File: src/rtl/uart_arb_pkg.sv
// uart_arb_pkg: shared state encoding and sizing helpers for the UART TX arbiter.
package uart_arb_pkg;
    localparam logic [0:0] ARB_IDLE   = 1'b0;
    localparam logic [0:0] ARB_LOCKED = 1'b1;
    localparam int MaxReq = 4;

    function automatic int req_idx_width(input int n);
        return (n <= 2) ? 1 : $clog2(n);
    endfunction
endpackage

File: src/rtl/rr_priority_pick.sv
// rr_priority_pick: combinational round-robin pick, first request at or after ptr.
module rr_priority_pick #(
    parameter int N = 2,
    parameter int W = 1
) (
    input  logic [N-1:0] req,
    input  logic [W-1:0] ptr,
    output logic [N-1:0] grant,
    output logic [W-1:0] idx,
    output logic         any
);
    logic [W-1:0] j;
    always_comb begin
        idx = ptr;
        j = '0;
        // Walk offsets downward so the smallest offset from ptr is assigned last and wins.
        for (int k = N - 1; k >= 0; k--) begin
            j = W'((int'(ptr) + k) % N);
            if (req[j]) idx = j;
        end
        any = |req;
        grant = any ? (N'(1) << idx) : '0;
    end
endmodule

File: src/rtl/uart_tx_arbiter.sv
// uart_tx_arbiter: round-robin, packet-locking share of one UART TX byte port.
// Optional idle-owner timeout under `define TX_ARB_TIMEOUT_EN (adds timeout_pulse).
module uart_tx_arbiter
    import uart_arb_pkg::*;
#(
    parameter int NumReq = 2,
`ifdef TX_ARB_TIMEOUT_EN
    parameter int TimeoutCycles = 1_000_000,
`endif
    localparam int ReqIdxWidth = req_idx_width(NumReq)
) (
    input  logic                   clock,
    input  logic                   reset,
    input  logic [NumReq*8-1:0]    req_data,
    input  logic [NumReq-1:0]      req_valid,
    input  logic [NumReq-1:0]      req_last,
    output logic [NumReq-1:0]      req_ready,
    output logic [7:0]             tx_data,
    output logic                   tx_valid,
    input  logic                   tx_ready,
    output logic [ReqIdxWidth-1:0] owner,
`ifdef TX_ARB_TIMEOUT_EN
    output logic                   timeout_pulse,
`endif
    output logic                   locked
);
    logic [0:0]             state;
    logic [ReqIdxWidth-1:0] rr_ptr, pick_idx, g, nxt_ptr;
    logic [NumReq-1:0]      pick_grant, sel_oh;
    logic                   pick_any, parked, hold, xfer, last, expire;

    rr_priority_pick #(.N(NumReq), .W(ReqIdxWidth)) u_pick (
        .req(req_valid), .ptr(rr_ptr), .grant(pick_grant), .idx(pick_idx), .any(pick_any)
    );

    // A stalled IDLE grant stays parked on owner so a late arrival cannot steal it.
    always_comb begin
        hold = state == ARB_LOCKED || (parked && req_valid[owner]);
        g = hold ? owner : pick_idx;
        sel_oh = hold ? (NumReq'(1) << owner) : pick_grant;
        tx_valid = reset && (hold ? req_valid[owner] : pick_any);
        tx_data = req_data[int'(g)*8 +: 8];
        req_ready = (reset && tx_ready) ? sel_oh : '0;
        xfer = tx_valid && tx_ready;
        last = req_last[g];
        nxt_ptr = (int'(g) == NumReq - 1) ? '0 : g + 1'b1;
        locked = reset && state == ARB_LOCKED;
    end

`ifdef TX_ARB_TIMEOUT_EN
    localparam int CntW = $clog2(TimeoutCycles) + 1;
    logic [CntW-1:0] cnt;
    assign expire = state == ARB_LOCKED && !req_valid[owner] && cnt == CntW'(TimeoutCycles - 1);
    always_ff @(posedge clock) begin
        if (!reset) begin
            cnt <= '0;
            timeout_pulse <= 1'b0;
        end else begin
            timeout_pulse <= expire;
            cnt <= (xfer || expire) ? '0
                 : (state == ARB_LOCKED && !req_valid[owner]) ? cnt + 1'b1 : cnt;
        end
    end
`else
    assign expire = 1'b0;
`endif

    always_ff @(posedge clock) begin
        if (!reset) begin
            state <= ARB_IDLE;
            rr_ptr <= '0;
            owner <= '0;
            parked <= 1'b0;
        end else begin
            parked <= state == ARB_IDLE && tx_valid && !tx_ready;
            if (state == ARB_IDLE && tx_valid) owner <= g;
            if ((xfer && last) || expire) begin
                state <= ARB_IDLE;
                rr_ptr <= nxt_ptr;
            end else if (xfer) begin
                state <= ARB_LOCKED;
            end
        end
    end
endmodule

File: config.mk
export PLATFORM = sky130hd
export DESIGN_NAME = uart_tx_arbiter
export DESIGN_NICKNAME = d
export VERILOG_FILES = /design/src/rtl/uart_arb_pkg.sv /design/src/rtl/rr_priority_pick.sv /design/src/rtl/uart_tx_arbiter.sv
export SDC_FILE = /design/constraint.sdc
export NUM_CORES = 1
export LEC_CHECK = 0
export CORE_AREA = 5 5 42 44
export DETAILED_ROUTE_END_ITERATION = 10
export DIE_AREA = 0 0 47 49
export PLACE_DENSITY = 0.84
export SETUP_SLACK_MARGIN = 0.15
export SLEW_MARGIN = 20
export SYNTH_ARGS = -nofsm -noshare
export SYNTH_HDL_FRONTEND = slang
export SYNTH_SLANG_ARGS = --single-unit
File: constraint.sdc
create_clock -name clock -period 3.2 [get_ports clock]
set_clock_uncertainty 0.15 [all_clocks]
set_input_delay 0.64 -clock clock [delete_from_list [all_inputs] [get_ports clock]]
set_output_delay 0.64 -clock clock [all_outputs]
set_load 0.01 [all_outputs]
==> results.yml, run 1 <==
outcome:
  result_of_the_run: "completed"
placement:
  dp.cells: 99
  numPortBuffers: 35
  hpwl_mm: 1.13
  post_place_worst_slack_ns: -0.256
  gpl_congestion: 0.823
sta:
  max_slew.worst_pin.slew_ns: 0.450
  layout_min_cycle_time_ns: 2.98
  fmaxAchievable_ghz: 0.336
  final-max-slew-violation-count: 0
  slew-limit-headroom_pct: 69.8
  setup_repair_after_global_routing_missed_its_margin: "false"
  min_period_over_period_pct: 93.1
  final_report_setup_violation_count: 0
  final_setup_margin_ns: 0.222
  timing.hold.ws_ns: 0.516
  final_hold_viol_count: 0
synthesis:
  synthesized_net_count: 68
  yosysWarnings: 0
  syn_inst: 45
  synth_sequential_area_ratio_pct: 18.9
  cell_area_synth_um2: 424
  yosysUniqueCellTypes: 26
  ys_ff_latch: 4
  synth.avg_cell_area_um2: 9.43
pwr:
  power.density_cell_area_mw_per_mm2: 327
  share_comb_of_total_power_pct: 57.0
  switching_power_uw: 85.6
  leakage_nw: 0.381
  internal_power_uw: 198
  netSwitchingFraction_pct: 30.2
  share_clk_of_total_power_pct: 20.9
  max-vdd-ir-drop_uv: 260
  p_total_uw: 284
  share_seq_of_total_power_pct: 22.1
clock_tree:
  cts_max_level: 1
  cts_max_path_buffers: 2
  cts.reportedPaths.clkPinSlew_ns: 0.04
  clk-insertion-delay-late_ns: 0.23
  clock-root-buffer: "sky130_fd_sc_hd__clkbuf_4"
  cts.sinks: 4
  clock_tree_from_tritoncts: "yes"
  ctsHoldBuffers: 0
  cts_made_buffers: 3
detailed_routing:
  antenna_left: 0
  detail_route.iter0.violations: 5
  route.detailed.wl_per_inst_um: 13.6
  firstDrtPassIters: 2
  drt-total-wl_mm: 1.42
  vias_per_cell: 5.05
  num_vias: 525
  drcViolationCount: 0
setup_path:
  worst-path-buf-inv: 3
  worstPathCellList: "dlygate4sd2_1 > or3b_4 > a31oi_4 > nor2_4 > buf_12 > mux2_4 > clkdlybuf4s15_1"
  critical_path.startpoint_type: "input port"
  cpPeakStageDelay_ns: 0.39
  cp_data_arrival_time_ns: 2.19
  cp_data_required_time_ns: 2.41
  crit_path_max_fanout: 8
  worst_setup_ep_type: "output port"
  worst-setup-path-type: "input port to output port"
  critPathTopFamily: "buffers and inverters"
  timing.critical_path.slowest_stage_cell: "sky130_fd_sc_hd__or3b_4"
global_routing:
  vias_in_the_first_global_route: 541
  gr-usage-all-layers_pct: 12.7
  initial_antenna_violation_count: 0
  grt_first_pass_wirelength_mm: 2.24
  grt_max_degree: 12
  overflow: 0
min_path:
  min-delay-path-class: "register to register"
die:
  die_y_um: 49
  start_util_pct: 30.3
  overall_die_area_mm2: 0.00230
  area_of_the_placeable_core_mm2: 0.00140
  rows: 14
  boundaryPins: 36
  die_x_um: 47
layout:
  area_delta_synth_final_pct: 105
  drive_gt1_share_pct: 34.1
  post_layout_nonfiller_instances: 104
  finish.utilization_pct: 62.0
  diodes: 0
  num-nets-final: 113
run:
  cap_violations: 0
[power groups by stage]
stage / sequential [mW] / combinational (mW) / clock, mW
floorplan: 0.0589 / 0.0792 / 0
global placement: 0.0632 / 0.153 / 0
detailed placement: 0.0634 / 0.157 / 0
CTS: 0.0628 / 0.166 / 0.0617
global route: 0.0638 / 0.173 / 0.0670
finish: 0.0629 / 0.162 / 0.0593
[per-layer routing]
layer / routed length [um] / vias up / share of wire [%] / GRT usage, %
li1: - / 261 / - / -
met1: 538 / 230 / 38 / 14.4
met2: 643 / 32 / 45 / 21.5
met3: 228 / 2 / 16 / 4.06
met4: 9 / 0 / 0.63 / 4.15
met5: 0 / - / 0 / 0
[path summary, 6_finish.rpt]
check                     from    endpoint  slack, ns  depth (start not counted)
setup reg to reg        rr_ptr       owner       1.45                          6
hold / removal          rr_ptr      rr_ptr       0.52                          2
hold reg to reg         rr_ptr      rr_ptr       0.52                          2
setup / recovery  req_valid[0]  tx_data[1]       0.22                          7
[Yosys cell counts]
cell,count,area (um^2)
sky130_fd_sc_hd__a211oi_1,2,15.0
sky130_fd_sc_hd__a21boi_1,1,7.51
sky130_fd_sc_hd__a21o_1,2,15.0
sky130_fd_sc_hd__a21oi_1,3,15.0
sky130_fd_sc_hd__a31oi_4,1,21.3
sky130_fd_sc_hd__and2_1,1,6.26
sky130_fd_sc_hd__clkbuf_1,1,3.75
sky130_fd_sc_hd__dfxtp_1,4,80.1
sky130_fd_sc_hd__inv_1,1,3.75
sky130_fd_sc_hd__mux2_4,8,120
sky130_fd_sc_hd__mux2i_1,1,10.0
sky130_fd_sc_hd__nand2_1,2,7.51
sky130_fd_sc_hd__nand2b_1,1,6.26
sky130_fd_sc_hd__nand3b_1,1,7.51
sky130_fd_sc_hd__nor2_1,2,7.51
sky130_fd_sc_hd__nor2_4,1,11.3
sky130_fd_sc_hd__nor3_1,2,10.0
sky130_fd_sc_hd__nor4_1,1,6.26
sky130_fd_sc_hd__o21a_1,1,7.51
sky130_fd_sc_hd__o21ai_0,3,15.0
sky130_fd_sc_hd__o21ai_1,1,5.00
sky130_fd_sc_hd__o2bb2ai_1,1,8.76
sky130_fd_sc_hd__o311a_1,1,10.0
sky130_fd_sc_hd__o41ai_1,1,8.76
sky130_fd_sc_hd__or2_2,1,6.26
sky130_fd_sc_hd__or3b_1,1,8.76
[stage by stage]
stage	area, um^2	TNS [ns]
floorplan	424	0
global placement	821	-1.74
detailed placement	821	-2.10
CTS	885	0
global route	868	0
finish	868	0
[registers in the layout, indices dropped and copies added (netlist names)]
register	cells
owner	1
parked	1
rr_ptr	1
state	1
[logic make-up (layout without fill, tap and decap cells)]
family / after synthesis / after routing / synth area share, %
mux: 9 / 9 / 30.7
simple gates: 13 / 13 / 18.3
compound gates: 17 / 17 / 30.4
flops: 4 / 4 / 18.9
buf+inv: 2 / 45 / 1.77
[final cells by class]
| type | count | area, um^2 |
|---|---|---|
| repair buffers | 41 | 394 |
| clock buffers | 3 | 22.5 |
| multi-input cells | 39 | 348 |
| fillers | 129 | 533 |
| well taps | 16 | 20.0 |
| flip-flops and latches | 4 | 80.1 |
| inverters | 1 | 3.75 |
[tightest hold or removal path, stage by stage (launching register included)]
cell and delay (ns):
sky130_fd_sc_hd__dfxtp_1 0.34, sky130_fd_sc_hd__a21o_1 0.16, sky130_fd_sc_hd__o311a_1 0.11
[timing repair]
| item | 4_1_cts | 5_1_grt |
|---|---|---|
| pin swaps | 2 | 1 |
| setup endpoints to repair | 9 | 9 |
| gates cloned | 0 | 0 |
| gates resized for setup | 28 | 6 |
| buffers inserted | 2 | 0 |
[placed cells by master, fill, tap and decap left out, types with 2 or more instances in the layout]
cell | netlist | final
sky130_fd_sc_hd__buf_4 | 0 | 5
sky130_fd_sc_hd__dfxtp_1 | 4 | 4
sky130_fd_sc_hd__a21o_1 | 2 | 2
sky130_fd_sc_hd__mux2_4 | 8 | 8
sky130_fd_sc_hd__nor3_1 | 2 | 2
sky130_fd_sc_hd__o21ai_0 | 3 | 3
sky130_fd_sc_hd__clkdlybuf4s50_1 | 0 | 24
sky130_fd_sc_hd__nor2_1 | 2 | 2
sky130_fd_sc_hd__a21oi_1 | 3 | 3
sky130_fd_sc_hd__clkdlybuf4s15_2 | 0 | 3
sky130_fd_sc_hd__clkbuf_4 | 0 | 3
sky130_fd_sc_hd__clkbuf_2 | 0 | 4
sky130_fd_sc_hd__nand2_1 | 2 | 2
sky130_fd_sc_hd__a211oi_1 | 2 | 2
Power figures use the tool's default switching activity.
==> inputs of run 2 (changes only) <==
- ABC_AREA: default -> 1
==> run 2 against run 1 <==
Total power decreased by 5.0%; sequential power is 8.1% lower; final cell count is 28% higher; critical endpoint unchanged; global-route usage up 0.34 points; via count is 14% higher; worst setup slack improved by 0.067 ns.
==> results.yml, run 2 <==
detailed_routing:
  drt-total-wl_mm: 1.32
  num_vias: 596
  firstDrtPassIters: 5
  detail_route.iter0.violations: 4
  route.detailed.wl_per_inst_um: 9.91
  antenna_left: 0
  vias_per_cell: 4.48
  drcViolationCount: 0
layout:
  drive_gt1_share_pct: 19.7
  fill_cell_count: 150
  register_area_um2: 80.1
  num-nets-final: 142
  post_layout_nonfiller_instances: 133
  finish.utilization_pct: 60.4
  area_delta_synth_final_pct: 98.2
  diodes: 0
  multiInputGateArea_um2: 299
  leading_cell_type_in_the_layout_fill_and_taps_excluded: "sky130_fd_sc_hd__nand2_1"
  layout.cells.most_common_list: "35 x sky130_fd_sc_hd__nand2_1, 23 x sky130_fd_sc_hd__clkdlybuf4s50_1, 8 x sky130_fd_sc_hd__dlygate4sd2_1, 7 x sky130_fd_sc_hd__inv_1, 6 x sky130_fd_sc_hd__nand2_2"
synthesis:
  ys_ff_latch: 4
  most_used_flip_flop_cell_after_synthesis: "sky130_fd_sc_hd__dfxtp_1"
  synth_enable_flop_cells: 0
  yosysWarnings: 0
  synth_commonest_cells: "35 x sky130_fd_sc_hd__nand2_1, 7 x sky130_fd_sc_hd__inv_1, 7 x sky130_fd_sc_hd__nand2_2"
  syn_inst: 76
  yosysTopAreaCellShare_pct: 30.8
  synthArstFlopShare_pct: 0
  synth_sequential_area_ratio_pct: 18.8
  synth_area_leader_cell: "sky130_fd_sc_hd__nand2_1"
  synth.avg_cell_area_um2: 5.61
  synthesized_net_count: 99
  cell_area_synth_um2: 427
  synthMostInstantiatedCell: "sky130_fd_sc_hd__nand2_1"
  netlist_top_cells_area: "sky130_fd_sc_hd__nand2_1 31%, sky130_fd_sc_hd__dfxtp_1 19%, sky130_fd_sc_hd__nand2_2 10%, sky130_fd_sc_hd__inv_1 6.2%, sky130_fd_sc_hd__nand3_1 4.7%"
  yosysUniqueCellTypes: 17
pwr:
  internal_power_uw: 173
  leakage_nw: 0.479
  share_comb_of_total_power_pct: 55.4
  switching_power_uw: 97.1
  netSwitchingFraction_pct: 36.0
  share_seq_of_total_power_pct: 21.4
  max-vdd-ir-drop_uv: 195
  p_total_uw: 270
  share_clk_of_total_power_pct: 23.2
  power.density_cell_area_mw_per_mm2: 319
min_path:
  whs_endpoint: "rr_ptr"
  min-delay-path-class: "register to register"
  worstHoldStart: "rr_ptr"
  min_delay_path_depth: 2
setup_path:
  cpPeakStageDelay_ns: 0.52
  critical_path.startpoint_type: "input port"
  timing.critical_path.slowest_stage_cell: "sky130_fd_sc_hd__clkdlybuf4s50_1"
  worst-setup-path-type: "input port to output port"
  worst-r2r-cell-count: 11
  path_common_cell: "sky130_fd_sc_hd__nand2_2"
  timing.rr.start: "owner"
  cp_data_required_time_ns: 2.41
  cp_data_arrival_time_ns: 2.12
  regToRegEndpoint: "rr_ptr"
  register_to_register_setup_slack_ns: 1.71
  crit_path_max_fanout: 6
  worstPathCellList: "clkdlybuf4s50_1 > inv_2 > nand2_2 > nand3_4 > nand2_2 > nand2_2 > nand2_4 > buf_4 > nand2_1 > nand2_1 > dlygate4sd2_1"
  worst_setup_ep_type: "output port"
die:
  area_of_the_placeable_core_mm2: 0.00140
  die_x_um: 47
  die_y_um: 49
  overall_die_area_mm2: 0.00230
  boundaryPins: 36
  start_util_pct: 30.4
  rows: 14
sta:
  fmaxAchievable_ghz: 0.344
  min_period_over_period_pct: 91.0
  max_slew.worst_pin.slew_ns: 0.178
  finalSetupTns_ns: 0
  timing.hold.ws_ns: 0.335
  slew-limit-headroom_pct: 88.1
  layout_min_cycle_time_ns: 2.91
  setup_repair_after_global_routing_missed_its_margin: "false"
  final-max-slew-violation-count: 0
  final_hold_viol_count: 0
  final_report_setup_violation_count: 0
placement:
  numPortBuffers: 35
  dp.cells: 130
  hpwl_mm: 1.20
  gpl_congestion: 0.829
clock_tree:
  cts.sinks: 4
  cts.reportedPaths.clkPinSlew_ns: 0.04
  clk-insertion-delay-late_ns: 0.23
  clock_tree_from_tritoncts: "yes"
  cts_made_buffers: 3
  clock-root-buffer: "sky130_fd_sc_hd__clkbuf_4"
  cts_max_path_buffers: 2
  cts_max_level: 1
global_routing:
  vias_in_the_first_global_route: 592
  grt_max_degree: 11
  initial_antenna_violation_count: 0
  grt_first_pass_wirelength_mm: 2.23
  overflow: 0
  gr-usage-all-layers_pct: 13.1
outcome:
  result_of_the_run: "completed"
run:
  cap_violations: 0
## run 2: routing by layer
metal | track usage, % | routed length [um] | up-vias
met5 | 0 | 0 | -
met4 | 4.15 | 0 | 0
met3 | 11.1 | 262 | 0
met2 | 20.1 | 613 | 31
met1 | 12.7 | 443 | 250
li1 | - | - | 315
## run 2: cells by family after synthesis
family          synth area share (%)
compound gates                  7.33
simple gates                    61.6
buf+inv                         12.3
flops                           18.8
## run 2: how the worst max path moves through the flow
| stage | cells after the start | slack, ns | to | startpoint |
|---|---|---|---|---|
| after floorplan | 7 | 1.08 | tx_data[0] | req_valid[1] |
| after global placement | 10 | -0.008 | req_ready[1] | req_valid[1] |
| after detailed placement | 10 | -0.03 | req_ready[1] | req_valid[1] |
| after CTS | 10 | 0.03 | req_ready[1] | req_valid[1] |
| after global routing | 11 | 0.15 | tx_data[1] | req_valid[0] |
| final | 11 | 0.29 | tx_data[1] | req_valid[0] |
## run 2: what timing repair did
| action | CTS | global route |
|---|---|---|
| cloned | 0 | 0 |
| gates resized for setup | 10 | 4 |
| setup endpoints to repair | 9 | 5 |
| setup buffers | 0 | 0 |
| hold buffers | 0 | 0 |
## run 2: critical path, delay by kind of cell
kind                   cells  cell delay, ns
AND/OR/NAND/NOR            7            0.50
buffers and inverters      4            0.98
## run 2: area by class of cell
type,instances,share of cell area (%)
clock buffer,3,2.66
inverter,11,5.18
multi-input combinational,60,35.4
sequential,4,9.47
tap,16,2.37
timing repair buffer,39,45.0
## run 2: power groups by stage
| stage | clock [mW] | combinational (mW) | sequential (mW) |
|---|---|---|---|
| after floorplan | 0 | 0.0746 | 0.0590 |
| after global placement | 0 | 0.160 | 0.0586 |
| after detailed placement | 0 | 0.162 | 0.0587 |
| after CTS | 0.0639 | 0.153 | 0.0579 |
| after global routing | 0.0700 | 0.166 | 0.0585 |
| final | 0.0625 | 0.150 | 0.0578 |
## run 2: metrics by stage
| step | area (um^2) | worst slack (ns) |
|---|---|---|
| detailed placement | 816 | -0.0301 |
| finish | 846 | 0.289 |
| CTS | 836 | 0.0267 |
| floorplan | 427 | 1.08 |
| global route | 846 | 0.151 |
| global placement | 816 | -0.00814 |
